==> src/rtl/uart_peer_pkg.sv <==
// Shared types and helpers for the uart_peer receive block.
// Build option: UART_PEER_PARITY_EN adds an even-parity bit between data and stop.
package uart_peer_pkg;

  localparam int UART_DATA_BITS = 8;

  typedef enum logic [2:0] {
    IDLE,
    START,
    DATA,
`ifdef UART_PEER_PARITY_EN
    PARITY,
`endif
    STOP,
    WAIT_IDLE
  } rx_state_t;

  function automatic logic even_parity(input logic [UART_DATA_BITS-1:0] d);
    return ^d;
  endfunction

endpackage

==> src/rtl/uart_peer_fifo.sv <==
// Small synchronous FIFO; pointers carry one extra MSB so full and empty
// are told apart without a separate flag.
module uart_peer_fifo
  import uart_peer_pkg::*;
#(
  parameter  int DEPTH = 4,
  parameter  int WIDTH = UART_DATA_BITS,
  localparam int AW    = $clog2(DEPTH),
  localparam int PTR_W = AW + 1
) (
  input  logic             clk,
  input  logic             n_rst,
  input  logic             push_i,
  input  logic [WIDTH-1:0] push_data_i,
  input  logic             pop_i,
  output logic [WIDTH-1:0] pop_data_o,
  output logic             full_o,
  output logic             empty_o,
  output logic [PTR_W-1:0] count_o
);

  logic [WIDTH-1:0] mem_q [DEPTH];
  logic [PTR_W-1:0] wr_ptr_q;
  logic [PTR_W-1:0] rd_ptr_q;
  logic             push_ok;
  logic             pop_ok;

  assign count_o    = wr_ptr_q - rd_ptr_q;
  assign full_o     = (count_o == PTR_W'(DEPTH));
  assign empty_o    = (count_o == '0);
  assign pop_ok     = pop_i & ~empty_o;
  // A pop in the same cycle frees the slot, so a push on full still lands.
  assign push_ok    = push_i & (~full_o | pop_ok);
  assign pop_data_o = mem_q[rd_ptr_q[AW-1:0]];

  // NOTE: storage is reset on purpose so the head output reads 0 out of reset;
  // state updates use non-blocking assignments so all flops see pre-edge values.
  always_ff @(posedge clk or negedge n_rst) begin
    if (!n_rst) begin
      wr_ptr_q <= '0;
      rd_ptr_q <= '0;
      for (int i = 0; i < DEPTH; i++) mem_q[i] <= '0;
    end else begin
      if (push_ok) begin
        mem_q[wr_ptr_q[AW-1:0]] <= push_data_i;
        wr_ptr_q                <= wr_ptr_q + PTR_W'(1);
      end
      if (pop_ok) rd_ptr_q <= rd_ptr_q + PTR_W'(1);
    end
  end

endmodule

==> src/rtl/uart_peer_rx.sv <==
// Receive-side UART peer: synchroniser, frame FSM and receive FIFO with rts.
// Build option: UART_PEER_PARITY_EN selects 8E1 framing, otherwise 8N1.
module uart_peer_rx
  import uart_peer_pkg::*;
#(
  parameter int CLK_DIV    = 16,
  parameter int FIFO_DEPTH = 4
) (
  input  logic       clk,
  input  logic       n_rst,
  input  logic       rxd,
  output logic       rts,
  output logic [7:0] data,
  output logic       valid,
  input  logic       ready,
  output logic       framing_error,
  output logic       overrun_error,
  output logic       parity_error
);

  localparam int CNT_W = $clog2(CLK_DIV);
  localparam int BIT_W = $clog2(UART_DATA_BITS);
  localparam int PTR_W = $clog2(FIFO_DEPTH) + 1;

  localparam logic [CNT_W-1:0] HALF_BIT = CNT_W'(CLK_DIV / 2 - 1);
  localparam logic [CNT_W-1:0] FULL_BIT = CNT_W'(CLK_DIV - 1);

  logic                      rxd_meta_q;
  logic                      rxd_s_q;
  rx_state_t                 state_q;
  logic [CNT_W-1:0]          cnt_q;
  logic [BIT_W-1:0]          bit_cnt_q;
  logic [UART_DATA_BITS-1:0] shift_q;
  logic                      rts_q;
`ifdef UART_PEER_PARITY_EN
  logic                      par_err_q;
`endif

  logic             expire;
  logic             stop_sample;
  logic             fifo_push;
  logic             fifo_full;
  logic             fifo_empty;
  logic [PTR_W-1:0] fifo_count;

  always_ff @(posedge clk or negedge n_rst) begin
    if (!n_rst) begin
      rxd_meta_q <= 1'b1;
      rxd_s_q    <= 1'b1;
    end else begin
      rxd_meta_q <= rxd;
      rxd_s_q    <= rxd_meta_q;
    end
  end

  assign expire      = (cnt_q == '0);
  assign stop_sample = (state_q == STOP) && expire;

  // Push and error pulses are decoded in the stop-sample cycle itself, so
  // the byte lands in the FIFO at the same edge the FSM leaves STOP.
  assign fifo_push     = stop_sample &  rxd_s_q & ~fifo_full;
  assign overrun_error = stop_sample &  rxd_s_q &  fifo_full;
  assign framing_error = stop_sample & ~rxd_s_q;
`ifdef UART_PEER_PARITY_EN
  assign parity_error  = fifo_push & par_err_q;
`else
  assign parity_error  = 1'b0;
`endif

  always_ff @(posedge clk or negedge n_rst) begin
    if (!n_rst) begin
      state_q   <= IDLE;
      cnt_q     <= '0;
      bit_cnt_q <= '0;
      shift_q   <= '0;
`ifdef UART_PEER_PARITY_EN
      par_err_q <= 1'b0;
`endif
    end else begin
      case (state_q)
        IDLE: begin
          if (!rxd_s_q) begin
            cnt_q   <= HALF_BIT;
            state_q <= START;
          end
        end
        START: begin
          if (!expire) begin
            cnt_q <= cnt_q - CNT_W'(1);
          end else if (rxd_s_q) begin
            state_q <= IDLE;
          end else begin
            cnt_q     <= FULL_BIT;
            bit_cnt_q <= '0;
`ifdef UART_PEER_PARITY_EN
            par_err_q <= 1'b0;
`endif
            state_q   <= DATA;
          end
        end
        DATA: begin
          if (!expire) begin
            cnt_q <= cnt_q - CNT_W'(1);
          end else begin
            shift_q   <= {rxd_s_q, shift_q[UART_DATA_BITS-1:1]};
            cnt_q     <= FULL_BIT;
            bit_cnt_q <= bit_cnt_q + BIT_W'(1);
            if (bit_cnt_q == BIT_W'(UART_DATA_BITS - 1)) begin
`ifdef UART_PEER_PARITY_EN
              state_q <= PARITY;
`else
              state_q <= STOP;
`endif
            end
          end
        end
`ifdef UART_PEER_PARITY_EN
        PARITY: begin
          if (!expire) begin
            cnt_q <= cnt_q - CNT_W'(1);
          end else begin
            par_err_q <= rxd_s_q ^ even_parity(shift_q);
            cnt_q     <= FULL_BIT;
            state_q   <= STOP;
          end
        end
`endif
        STOP: begin
          if (!expire) cnt_q <= cnt_q - CNT_W'(1);
          else         state_q <= rxd_s_q ? IDLE : WAIT_IDLE;
        end
        WAIT_IDLE: begin
          if (rxd_s_q) state_q <= IDLE;
        end
        default: state_q <= IDLE;
      endcase
    end
  end

  uart_peer_fifo #(
    .DEPTH (FIFO_DEPTH),
    .WIDTH (UART_DATA_BITS)
  ) u_fifo (
    .clk         (clk),
    .n_rst       (n_rst),
    .push_i      (fifo_push),
    .push_data_i (shift_q),
    .pop_i       (valid & ready),
    .pop_data_o  (data),
    .full_o      (fifo_full),
    .empty_o     (fifo_empty),
    .count_o     (fifo_count)
  );

  assign valid = ~fifo_empty;

  // One slot stays free for a frame already in flight when rts drops.
  always_ff @(posedge clk or negedge n_rst) begin
    if (!n_rst) rts_q <= 1'b0;
    else        rts_q <= (fifo_count < PTR_W'(FIFO_DEPTH - 1));
  end

  assign rts = rts_q;

endmodule
==> config.mk <==
export PLATFORM = sky130hd
export DESIGN_NAME = uart_peer_rx
export DESIGN_NICKNAME = d
export VERILOG_FILES = /design/src/rtl/uart_peer_pkg.sv /design/src/rtl/uart_peer_fifo.sv /design/src/rtl/uart_peer_rx.sv
export SDC_FILE = /design/constraint.sdc
export NUM_CORES = 1
export LEC_CHECK = 0
export ABC_AREA = 0
export BUFFER_PORTS_ARGS = -buffer_cell sky130_fd_sc_hd__buf_2
export CAP_MARGIN = 0
export CORE_MARGIN = 3
export CORE_UTILIZATION = 48
export DETAILED_ROUTE_END_ITERATION = 16
export GPL_TIMING_DRIVEN = 0
export HOLD_SLACK_MARGIN = 0.03
export PLACE_DENSITY_LB_ADDON = 0.15
export SYNTH_ARGS = -nofsm -noshare
export SYNTH_HDL_FRONTEND = slang
export SYNTH_SLANG_ARGS = --single-unit
==> constraint.sdc <==
create_clock -name clk -period 3.8 [get_ports clk]
set_input_delay 0.38 -clock clk [delete_from_list [all_inputs] [get_ports clk]]
set_output_delay 0.38 -clock clk [all_outputs]
set_load 0.03 [all_outputs]
==> results.yml, run 1 <==
floorplan:
  ios: 17
  start_util_pct: 50.9
  fp.coreArea_mm2: 0.00568
  die_h_um: 83.6
  num_rows: 27
  die_x_um: 83.6
  design.die.area_mm2: 0.00699
drt:
  drtPass1Iterations: 4
  vias_per_cell: 5.39
  routed_wire_length_per_instance_um: 17.3
  drt_iter0_drc: 70
  finalWirelength_um: 5300
  antenna_violating_nets_post_route: 0
  post-route-drc-count: 0
  num_vias: 1649
logic_synthesis:
  post_synthesis_cell_area_mm2: 0.00289
  synth_fa_ha_area_share_pct: 4.59
  yosysWarnings: 0
  yosys.cell_count.top_type: "dfrtp_1"
  ys_seq_elements: 59
  synth_xor_area_share_pct: 2.34
  post_synth.cell_area_avg_um2: 14.2
  synth_simple_gate_area_share_pct: 6.80
  yosys-top-cells-count: "dfrtp_1 (57), mux2_4 (24), mux2_2 (19)"
  synth-main-ff-cell: "dfrtp_1"
  combinational_family_with_the_most_area_after_synthesis: "multiplexers"
  asyncSetResetFlopFracSynth_pct: 100
  top_post_synthesis_cells_by_area: "dfrtp_1 (49%), mux2_4 (12%), mux2_2 (7.4%), mux4_2 (6.2%), ha_1 (3.9%)"
  cells_after_synthesis: 203
  synth_mux_area_share_pct: 26.8
  synth_top_area_cell: "dfrtp_1"
  synth_largest_type_area_fraction_pct: 49.4
  synth_compound_area_share_pct: 4.11
  synthesis.nets: 217
  synth_enable_flop_cells: 0
  synth.yosys.seq_area_share_pct: 51.2
  synth.distinct_cells: 39
cells_and_area:
  antenna_cells_inserted: 0
  area.sequential_mm2: 0.00148
  design.final.nets: 243
  n_fill_cell: 475
  postLayoutCoreUtil_pct: 57.4
  multi_input_comb_area_mm2: 0.00129
  layout-area-overhead-vs-synth_pct: 12.6
  share_of_cells_above_drive_strength_1_pct: 38.5
  number_of_non_filler_instances_in_the_completed_layout: 306
pwr:
  power_w: 0.00192
  power.ir.vdd_worst_mv: 0.421
  power.leakage_nw: 1.64
  power_per_cell_area_mw_per_mm2: 591
grt:
  gr-total-overflow: 0
  grt_pass1_wl_um: 9340
  globalRouteTotalUtil_pct: 17.0
  first_global_vias: 1835
  grt_max_degree: 60
  initial_antenna_violation_count: 0
run_status:
  outcome: "completed"
sta:
  worst_slew_pin_slew_ns: 0.829
  final_clock_period_utilization_by_the_worst_path_pct: 82.1
  worst_case_headroom_to_the_max_slew_limit_pct: 44.7
  hold_violations: 0
  number_of_pins_exceeding_their_max_slew_limit_in_the_final_report: 0
  min_period_ns: 3.12
  fin_skew_ns: 0.0119
  setup_viol_count_final: 0
  hold_slack_ns: 0.107
  rsz0062_at_grt: "no"
  setup_tns_ns: 0
  achievable_frequency_mhz: 320
clock_network:
  postCtsResizedCells: 0
  insertion_delay_ns: 0.33
  cts_inserted_buffers: 9
  postCtsSetupRepairBufs: 0
  tritoncts: "yes"
  clock_path_buffers: 2
  cts_hold_buffers: 0
  clk_pin_slew_worst_paths_ns: 0.07
  clock-root-buffer: "clkbuf_8"
  clkSinkCount: 59
  clock_tree.htree_level_count: 3
placed_design:
  place.port_buffers: 15
  place_inst: 290
  gp_congestion: 0.849
  detailedPlacementHpwl_um: 3660
worst_setup_path:
  critical_path.startpoint_type: "flop"
  critPathMaxFanout: 10
  setup.worst_path.class: "reg2reg"
  end_kind: "flop"
  cp.required_ns: 4.00
  worst-endpoint-arrival_ns: 3.33
run:
  max_capacitance_violation_total: 0
worst_hold_path:
  min_path_type: "in2async"
-- area by class of cell --
| cell class | instances | area share [%] |
|---|---|---|
| clock buffer | 14 | 5.00 |
| tap | 72 | 2.77 |
| buffer | 10 | 2.23 |
| inverter | 12 | 1.38 |
| sequential | 59 | 45.4 |
| clock inverter | 2 | 1.08 |
| timing repair buffer | 15 | 2.38 |
| multi-input combinational | 122 | 39.7 |
-- cells by family (layout without fill, tap and decap cells) --
family / count (synthesis) / after routing
AND/OR/NAND/NOR: 36 / 36
AO/OA/AOI/OAI: 16 / 16
other: 1 / 1
flip-flops: 59 / 59
adder cells (fa/ha/maj): 10 / 10
XOR/XNOR: 6 / 6
buffers and inverters: 22 / 53
multiplexers: 53 / 53
-- sequential cells by signal, summed over array words and instances, names as in the netlist, 3 cells and up --
name,flops
shift_q,8
u_fifo.rd_ptr_q,3
u_fifo.wr_ptr_q,3
cnt_q,4
bit_cnt_q,3
u_fifo.mem_q,32
state_q,3
-- final timing paths --
| path | to | slack, ns | startpoint | depth (start not counted) |
|---|---|---|---|---|
| worst max-delay path | u_fifo.mem_q[15] | 0.68 | u_fifo.rd_ptr_q[1] | 7 |
| worst min-delay path | u_fifo.mem_q[8] | 0.11 | n_rst | 1 |
| worst max register to register | u_fifo.mem_q[15] | 0.68 | u_fifo.rd_ptr_q[1] | 7 |
| worst min register to register | rxd_s_q | 0.36 | rxd_meta_q | 0 |
| max in group asynchronous | u_fifo.mem_q[7] | 3.19 | n_rst | 1 |
| min in group clk | rxd_meta_q | 0.15 | rxd | 1 |
-- placed cells by master, fill, tap and decap left out, types with 3 or more instances in the layout --
cell type and count:
ha_1 9, or2_1 3, clkbuf_1 7, clkbuf_8 11, nor2_1 9, mux2_4 24
mux2_2 19, a21oi_1 7, o22ai_1 3, buf_6 4, mux4_2 8, xnor2_1 5
inv_1 12, buf_2 15, nand2_1 10, dfrtp_1 57
-- per-layer routing --
metal	up-vias	track usage (%)	part of all wire, %
met5	-	0	0
met1	850	20.8	43
met3	11	3.55	2.9
li1	763	-	-
met4	0	7.02	1.9
met2	25	29.1	53
-- where the power goes --
part           switching [W]  internal (W)  leakage, nW
Clock               0.000234      0.000339        0.101
Sequential         0.0000657      0.000702        0.792
Combinational       0.000337      0.000245        0.749
Total               0.000636       0.00129         1.64
-- worst max-delay path, cell delays in order, from the launching register on --
cell and delay [ns]:
dfrtp_1 0.35, clkbuf_1 0.53, inv_1 0.15, fa_1 0.44
xor3_1 0.50, o311ai_4 0.15, nor2_2 0.47, mux2_2 0.40
-- per-stage QoR --
stage	instance area [um2]	setup slack [ns]
after detailed placement	3060	0.626
after global routing	3260	0.453
after global placement	3060	0.766
final	3260	0.679
after floorplan	2890	1.16
after CTS	3250	0.618
Note: power is estimated with default switching activity, not from simulation.
==> run 2, diff against run 1 <==
==> constraint.sdc (replaced) <==
create_clock -name clk -period 3 [get_ports clk]
set_input_delay 0.3 -clock clk [delete_from_list [all_inputs] [get_ports clk]]
set_output_delay 0.3 -clock clk [all_outputs]
set_load 0.03 [all_outputs]
==> results.yml, run 2 (synthesized netlist as in run 1, its figures left out) <==
cells_and_area:
  layout-area-overhead-vs-synth_pct: 12.7
  design_area_mm2: 0.00326
  postLayoutCoreUtil_pct: 57.4
  design.final.nets: 243
  largest_reg_flops: 32
  final_common_cell: "dfrtp_1"
  antenna_cells_inserted: 0
  largest-register: "u_fifo.mem_q"
  share_of_cells_above_drive_strength_1_pct: 38.9
  reg_top3: "u_fifo.mem_q x32, shift_q x8, cnt_q x4"
  layout.cells.most_common_list: "dfrtp_1 (57), mux2_4 (24), mux2_2 (19)"
  number_of_non_filler_instances_in_the_completed_layout: 306
worst_setup_path:
  critical_path.startpoint_type: "flop"
  reg2reg_slack_ns: 0.18
  worst-endpoint-arrival_ns: 3.02
  worst_r2r_startpoint: "u_fifo.rd_ptr_q[1]"
  r2r-end: "u_fifo.mem_q[15]"
  end_kind: "flop"
  cp.required_ns: 3.20
  critPathMaxFanout: 10
  rr_worst_depth: 7
  setup.worst_path.class: "reg2reg"
pwr:
  power.combinational.fraction_pct: 30.3
  cell_internal_pwr_w: 0.00163
  pwr-share-seq_pct: 39.9
  power.leakage_nw: 1.64
  power_per_cell_area_mw_per_mm2: 748
  clkPwrFrac_pct: 29.8
  power.ir.vdd_worst_mv: 0.535
  p_sw_share_pct: 33.1
  p_switching_w: 0.000806
clock_network:
  clock_path_buffers: 2
  clock_tree.htree_level_count: 3
  postCtsSetupRepairBufs: 0
  cts_inserted_buffers: 9
  clk_pin_slew_worst_paths_ns: 0.07
  clock-root-buffer: "clkbuf_8"
  clkSinkCount: 59
  tritoncts: "yes"
  cts_hold_buffers: 0
  insertion_delay_ns: 0.33
run:
  max_capacitance_violation_total: 0
grt:
  initial_antenna_violation_count: 0
  grt_pass1_wl_um: 9350
  grt_max_degree: 60
  gr-total-overflow: 0
  globalRouteTotalUtil_pct: 17.0
  first_global_vias: 1837
sta:
  setup_tns_ns: 0
  worst_case_headroom_to_the_max_slew_limit_pct: 44.7
  achievable_frequency_mhz: 355
  min_period_ns: 2.82
  rsz0062_at_grt: "yes"
  hold_violations: 0
  setup_viol_count_final: 0
  final_clock_period_utilization_by_the_worst_path_pct: 94.0
  number_of_pins_exceeding_their_max_slew_limit_in_the_final_report: 0
  fin_skew_ns: 0.0119
  hold_slack_ns: 0.0266
  worst_slew_pin_slew_ns: 0.829
placed_design:
  detailedPlacementHpwl_um: 3660
  place.port_buffers: 15
  gp_congestion: 0.849
  post_dp_cell_area_mm2: 0.00306
  place_inst: 290
drt:
  antenna_violating_nets_post_route: 0
  num_vias: 1655
  finalWirelength_um: 5290
  vias_per_cell: 5.41
  post-route-drc-count: 0
  drt_iter0_drc: 68
  routed_wire_length_per_instance_um: 17.3
  drtPass1Iterations: 4
floorplan:
  num_rows: 27
  fp.coreArea_mm2: 0.00568
  start_util_pct: 50.9
  design.die.area_mm2: 0.00699
  ios: 17
  die_h_um: 83.6
  die_x_um: 83.6
worst_hold_path:
  min_path_type: "in2async"
run_status:
  outcome: "completed"
[run 2: stage by stage]
step	total power, W	setup slack [ns]
after floorplan	0.00154	0.365
after global placement	0.00167	-0.0343
after detailed placement	0.00174	-0.174
after CTS	0.00247	0.112
after global routing	0.00261	-0.00602
final	0.00244	0.181
[run 2: critical path, cell delays in order, from the launching register on]
cell and delay (ns):
dfrtp_1 0.35, buf_2 0.29, inv_1 0.11, fa_1 0.43
xor3_1 0.50, o311ai_4 0.15, nor2_2 0.47, mux2_2 0.40
[run 2: what timing repair did]
| action | CTS | global route |
|---|---|---|
| pin swaps | 0 | 0 |
| resized for setup | 1 | 1 |
| endpoints found under the hold margin | 0 | 0 |
| endpoints found under the setup margin | 33 | 10 |
[run 2: worst max path at each step]
stage	startpoint	to	cells after the start
after floorplan	u_fifo.rd_ptr_q[1]	u_fifo.mem_q[0]	8
after global placement	u_fifo.rd_ptr_q[1]	u_fifo.mem_q[15]	7
after detailed placement	u_fifo.rd_ptr_q[1]	u_fifo.mem_q[15]	7
after CTS	u_fifo.rd_ptr_q[1]	u_fifo.mem_q[15]	7
after global routing	u_fifo.rd_ptr_q[1]	u_fifo.mem_q[9]	7
final	u_fifo.rd_ptr_q[1]	u_fifo.mem_q[15]	7
[run 2: layout make-up]
class	instances	area, um2
fill	477	2420
clock inverter	2	35.0
timing repair buffer	15	77.6
clock buffer	14	163
tap	72	90.1
multi-input combinational	122	1290
sequential	59	1480
inverter	12	45.0
buffer	10	73.8
[run 2: metal layers]
metal	vias to the layer above	part of all wire [%]	track usage, %
li1	763	-	-
met2	25	53	29.1
met5	-	0	0
met3	11	2.9	3.55
met1	856	43	20.8
met4	0	1.9	7.02
[run 2: power groups by stage]
stage	registers (W)	logic, W	clock network [W]
2_1_floorplan	0.000982	0.000562	0
4_1_cts	0.000974	0.000753	0.000742
3_3_place_gp	0.000979	0.000696	0
6_report	0.000973	0.000738	0.000725
3_5_place_dp	0.000988	0.000749	0
5_1_grt	0.000988	0.000839	0.000780
